<file path="config.mk">
export PLATFORM = sky130hd
export DESIGN_NAME = mem_arbiter
export DESIGN_NICKNAME = d
export VERILOG_FILES = /design/src/rtl/mem_arb_pkg.sv /design/src/rtl/mem_arbiter.sv
export SDC_FILE = /design/constraint.sdc
export NUM_CORES = 1
export LEC_CHECK = 0
export BUFFER_PORTS_ARGS = -buffer_cell sky130_fd_sc_hd__buf_2
export CORE_AREA = 5 5 91 76
export DETAILED_ROUTE_END_ITERATION = 16
export DIE_AREA = 0 0 96 81
export PLACE_DENSITY = 0.83
export SETUP_SLACK_MARGIN = 0.1
export SYNTH_ARGS = -nofsm -noshare
export SYNTH_HDL_FRONTEND = slang
export SYNTH_SLANG_ARGS = --single-unit
</file>
<file path="constraint.sdc">
create_clock -name clk -period 2.7 [get_ports clk]
set_input_delay 0.54 -clock clk [delete_from_list [all_inputs] [get_ports clk]]
set_output_delay 0.54 -clock clk [all_outputs]
set_load 0.05 [all_outputs]
</file>
<file path="src/rtl/mem_arb_pkg.sv">
// Shared types and constants for the instruction/data memory arbiter.
package mem_arb_pkg;

    // Default backing-memory access time in cycles (legal range 1..15).
    localparam int unsigned LATENCY_DEFAULT = 4;

    // Width of the access-cycle counter; 15 cycles is the longest legal access.
    localparam int unsigned CNT_W = 4;

    // Owner encoding shared by the arbiter and anything that inspects it.
    localparam logic OWN_IF = 1'b0;
    localparam logic OWN_DM = 1'b1;

    typedef enum logic [1:0] {
        StIdle    = 2'd0,
        StAccess  = 2'd1,
        StRespond = 2'd2
    } arb_state_e;

    // Single requester wins outright; on contention the data port wins unless it
    // also won last time, which gives strict alternation under sustained load.
    function automatic logic pick_owner(input logic if_req, input logic dm_req,
                                        input logic last_owner);
        logic owner;
        if (if_req && dm_req) begin
            owner = (last_owner == OWN_DM) ? OWN_IF : OWN_DM;
        end else if (dm_req) begin
            owner = OWN_DM;
        end else begin
            owner = OWN_IF;
        end
        return owner;
    endfunction

endpackage

</file>
<file path="src/rtl/mem_arbiter.sv">
// Two-port arbiter sharing one fixed-latency memory between instruction fetch
// and data access. One access in flight at a time: IDLE -> ACCESS -> RESPOND.
module mem_arbiter
    import mem_arb_pkg::*;
#(
    parameter int unsigned LATENCY = LATENCY_DEFAULT
) (
    input  logic        clk,
    input  logic        rst,

    input  logic        if_req,
    input  logic [15:0] if_addr,
    output logic [15:0] if_rdata,
    output logic        if_valid,
    output logic        if_stall,

    input  logic        dm_req,
    input  logic        dm_wr,
    input  logic [15:0] dm_addr,
    input  logic [15:0] dm_wdata,
    output logic [15:0] dm_rdata,
    output logic        dm_valid,
    output logic        dm_stall,

    output logic        mem_enable,
    output logic        mem_wr,
    output logic [15:0] mem_addr,
    output logic [15:0] mem_wdata,
    input  logic [15:0] mem_rdata
);

    localparam logic [CNT_W-1:0] CNT_LAST = CNT_W'(LATENCY - 1);

    arb_state_e       state_q, state_d;
    logic [CNT_W-1:0] cnt_q;
    logic             owner_q;
    logic             last_q;
    logic [15:0]      addr_q;
    logic [15:0]      wdata_q;
    logic             wr_q;
    logic [15:0]      rdata_q;

    logic             grant;
    logic             grant_owner;
    logic             last_access;

    // Requests are only looked at in IDLE; anything seen elsewhere waits.
    assign grant       = (state_q == StIdle) && (if_req || dm_req);
    assign grant_owner = pick_owner(if_req, dm_req, last_q);
    assign last_access = (state_q == StAccess) && (cnt_q == CNT_LAST);

    // State register; reset abandons any in-flight access immediately.
    always_ff @(posedge clk or posedge rst) begin
        if (rst) begin
            state_q <= StIdle;
        end else begin
            state_q <= state_d;
        end
    end

    // Next-state logic.
    always_comb begin
        state_d = state_q;
        unique case (state_q)
            StIdle: begin
                if (grant) begin
                    state_d = StAccess;
                end
            end
            StAccess: begin
                if (last_access) begin
                    state_d = StRespond;
                end
            end
            StRespond: begin
                state_d = StIdle;
            end
            default: begin
                state_d = StIdle;
            end
        endcase
    end

    // Access-cycle counter: cleared on grant, counts through ACCESS.
    always_ff @(posedge clk or posedge rst) begin
        if (rst) begin
            cnt_q <= '0;
        end else if (grant) begin
            cnt_q <= '0;
        end else if (state_q == StAccess) begin
            cnt_q <= last_access ? '0 : cnt_q + 1'b1;
        end
    end

    // Latch the winning request so the memory sees stable values all access long.
    always_ff @(posedge clk or posedge rst) begin
        if (rst) begin
            owner_q <= OWN_IF;
            last_q  <= OWN_IF;
            addr_q  <= 16'h0000;
            wdata_q <= 16'h0000;
            wr_q    <= 1'b0;
        end else if (grant) begin
            owner_q <= grant_owner;
            last_q  <= grant_owner;
            if (grant_owner == OWN_DM) begin
                addr_q  <= dm_addr;
                wdata_q <= dm_wdata;
                wr_q    <= dm_wr;
            end else begin
                addr_q  <= if_addr;
                wdata_q <= 16'h0000;
                wr_q    <= 1'b0;
            end
        end
    end

    // Capture the memory word on the final access cycle.
    always_ff @(posedge clk or posedge rst) begin
        if (rst) begin
            rdata_q <= 16'h0000;
        end else if (last_access) begin
            rdata_q <= mem_rdata;
        end
    end

    // Outputs decoded from state; everything idles at zero outside its window.
    always_comb begin
        mem_enable = 1'b0;
        mem_wr     = 1'b0;
        mem_addr   = 16'h0000;
        mem_wdata  = 16'h0000;
        if_valid   = 1'b0;
        if_rdata   = 16'h0000;
        dm_valid   = 1'b0;
        dm_rdata   = 16'h0000;
        unique case (state_q)
            StAccess: begin
                mem_enable = 1'b1;
                mem_wr     = wr_q;
                mem_addr   = addr_q;
                mem_wdata  = wdata_q;
            end
            StRespond: begin
                if (owner_q == OWN_IF) begin
                    if_valid = 1'b1;
                    if_rdata = rdata_q;
                end else begin
                    dm_valid = 1'b1;
                    // Stores return nothing; the captured word is meaningless.
                    dm_rdata = wr_q ? 16'h0000 : rdata_q;
                end
            end
            default: begin
            end
        endcase
    end

    assign if_stall = if_req & ~if_valid;
    assign dm_stall = dm_req & ~dm_valid;

    // Completion pulses belong to one owner only.
    assert property (@(posedge clk) disable iff (rst) !(if_valid && dm_valid));

    // Memory-side signals must not change in the middle of an access.
    assert property (@(posedge clk) disable iff (rst)
        (state_q == StAccess && !last_access) |=>
            ($stable(mem_addr) && $stable(mem_wdata) && $stable(mem_wr) && mem_enable));

    // Every access is followed by exactly one response cycle.
    assert property (@(posedge clk) disable iff (rst)
        last_access |=> (state_q == StRespond));

endmodule

</file>
==> impl_metrics.json <==
{
  "pre_cts_ws_ps": 732,
  "final_nets": 440,
  "period_share_pct": 84.8,
  "finalHoldViolCount": 0,
  "path_cells": "nand2b_1, inv_4, and2_1, buf_2",
  "yosys.area.top_type": "dfrtp_1",
  "fmax_mhz": 437,
  "dpl.cell_count": 444,
  "postRouteAntennaNets": 0,
  "htree_levels": 2,
  "fin_setup_tns_ps": 0,
  "coreArea_sq_um": 5820,
  "setup_ws_ps": 410,
  "synth-compound-area-share_pct": 7.76,
  "r2r_slack_ps": 980,
  "drv_slew": 0,
  "antenna_found_initial": 0,
  "synth-seq-area-share_pct": 50.0,
  "post_cts_resized": 0,
  "grt_setup_unrepaired": "false",
  "antenna_cells": 0,
  "synth_most_common_cell": "and2_1",
  "synth_top_flop_cell": "dfrtp_1",
  "synth-edff-count": 0,
  "reg2reg_to": "wdata_q[13]",
  "clock_skew_ps": 8.24,
  "start_util_pct": 48.2,
  "root_buffer": "clkbuf_8",
  "max_cap_violations": 0,
  "startpoint_type": "flop",
  "drt_iter0_markers": 99,
  "grt_first_pass_wirelength_mm": 10.9,
  "std_cell_rows": 25,
  "fin_crit_ps": 2290,
  "cts_inserted_buffers": 5,
  "synthesis.nets": 302,
  "yosys-top-cells-area": "dfrtp_1 (50%), and2_1 (15%), mux2_2 (14%), a22o_1 (5.3%), mux2_1 (4.8%)",
  "clock_latency_ps": 300,
  "synth_area_sq_um": 2800,
  "synth_fa_ha_area_share_pct": 0.446,
  "post_synth.cell_area_avg_sq_um": 12.1,
  "hpwl_mm": 5.17,
  "drive_gt1_share_pct": 53.9,
  "min_path_type": "in -> async",
  "ys_ff_latch": 56,
  "placed_area_sq_um": 3580,
  "finalSetupViolCount": 0,
  "cp.arrival_ps": 1750,
  "status": "complete, no violations",
  "cts_setup_buffers": 0,
  "ff2ff_path_depth": 4,
  "grt.overflow.total": 0,
  "cts_tree": "built",
  "cts.sinks": 56,
  "die_w_um": 96,
  "ys_top_cells_by_count": "and2_1 (68), dfrtp_1 (56), mux2_2 (36)",
  "critical_path_class": "reg -> out",
  "cp_slowest_cell": "dfrtp_1",
  "holdBufCountCts": 0,
  "fin_util_pct": 63.3,
  "globalRouteTotalUtil_pct": 17.8,
  "whs_ps": 415,
  "yosysUniqueCellTypes": 27,
  "p_leak_nw": 1.97,
  "vias": 2199,
  "wl_per_cell_um": 14.5,
  "cp_max_fo": 36,
  "firstDrtPassIters": 4,
  "route.detailed.drc": 0,
  "dieArea_sq_um": 7780,
  "syn_to_final_growth_pct": 31.4,
  "async_flop_share_pct": 100,
  "max-vdd-ir-drop_v": 0.000591,
  "grt_pass1_vias": 2367,
  "worst_path_largest_cell_delay_ps": 420,
  "die_y_um": 81,
  "slew_headroom_pct": 41.4,
  "cts_buffer_depth": 2,
  "synthCells": 232,
  "cp-end-kind": "output pin",
  "r2r_start": "last_q",
  "power_mw": 4.37,
  "worst_pin_slew_ps": 878,
  "yosys.area_share.simple_pct": 18.9,
  "finalInstanceArea_sq_um": 3680,
  "synth_mux_area_share_pct": 19.6,
  "yosys_warnings": 0,
  "synth_top_family_by_area": "multiplexers",
  "io_pins": 139,
  "fin_cells": 452,
  "grt_start_max_net_pins": 44,
  "clkSlewWorstSetupHoldPaths_ps": 90,
  "drt-total-wl_mm": 6.55,
  "yosysTopAreaCellShare_pct": 50.0,
  "synth_xor_xnor_area_share_pct": 0,
  "crit_required_ps": 2160,
  "numPortBuffers": 138,
  "vias_per_cell": 4.87,
  "pwr_density_cell_nw_per_um2": 1190,
  "gp_congestion": 0.788
}
[flip-flops by register name (all words and copies together) (netlist names)]
signal,count
wdata_q,16
addr_q,16
rdata_q,16
cnt_q,4
state_q,2
last_q,1
wr_q,1
[routing by layer]
layer	part of all wire, %	GRT usage [%]	vias up
met3	4.7	3.15	13
met4	2.5	6.96	0
met5	0	0	-
met1	39	21.0	1065
met2	54	32.0	55
li1	-	-	1066
[layout make-up]
cell class                 count  area (sq um)
clock buffer                   6          72.6
clock inverter                 2          35.0
multi-input combinational    158          1310
inverter                       4          17.5
sequential                    56          1400
fill                         505          2130
timing repair buffer         145           743
tap                           81           101
[worst max path at each step]
stage / start / to / slack (ps) / cells past startpoint
floorplan: state_q[1] / mem_addr[10] / 290 / 5
global placement: dm_req / wdata_q[8] / 760 / 5
detailed placement: state_q[1] / mem_wdata[14] / 730 / 4
CTS: state_q[1] / mem_wdata[14] / 400 / 4
global route: state_q[1] / mem_wdata[14] / 250 / 4
finish: state_q[1] / mem_wdata[14] / 410 / 4
[layout by cell type, fill, tap and decap left out, drive strengths merged]
| cell | count |
|---|---|
| mux2i | 1 |
| nor3 | 1 |
| clkinv | 1 |
| mux2 | 48 |
| or3b | 1 |
| a31o | 4 |
| nor3b | 2 |
| clkbuf | 6 |
| dfrtp | 56 |
| nand2b | 2 |
| a21boi | 1 |
| and2 | 68 |
| buf | 145 |
| o21ai | 2 |
| nor2b | 1 |
| nor2 | 2 |
| a21oi | 1 |
| inv | 4 |
| bufinv | 1 |
| nand3b | 3 |
| ha | 1 |
| nand3 | 1 |
| a22o | 17 |
| a21o | 1 |
| nand2 | 1 |
[critical path, delay by kind of cell (launching register included)]
kind | cells | cell delay [ps]
AND/OR/NAND/NOR | 2 | 470
buffers and inverters | 2 | 550
flip-flops | 1 | 420
[power by group]
group,internal [mW],switching (mW),leakage (nW),total (mW)
clock,0.276,0.259,0.0552,0.535
combinational,0.824,1.57,1.23,2.40
sequential,1.22,0.219,0.685,1.44
[cells by family after synthesis]
family	Yosys count
AND/OR/NAND/NOR	82
AO/OA/AOI/OAI	26
multiplexers	49
adder cells (fa/ha/maj)	1
buffers and inverters	18
flip-flops	56
Note: power is estimated with default switching activity, not from simulation.
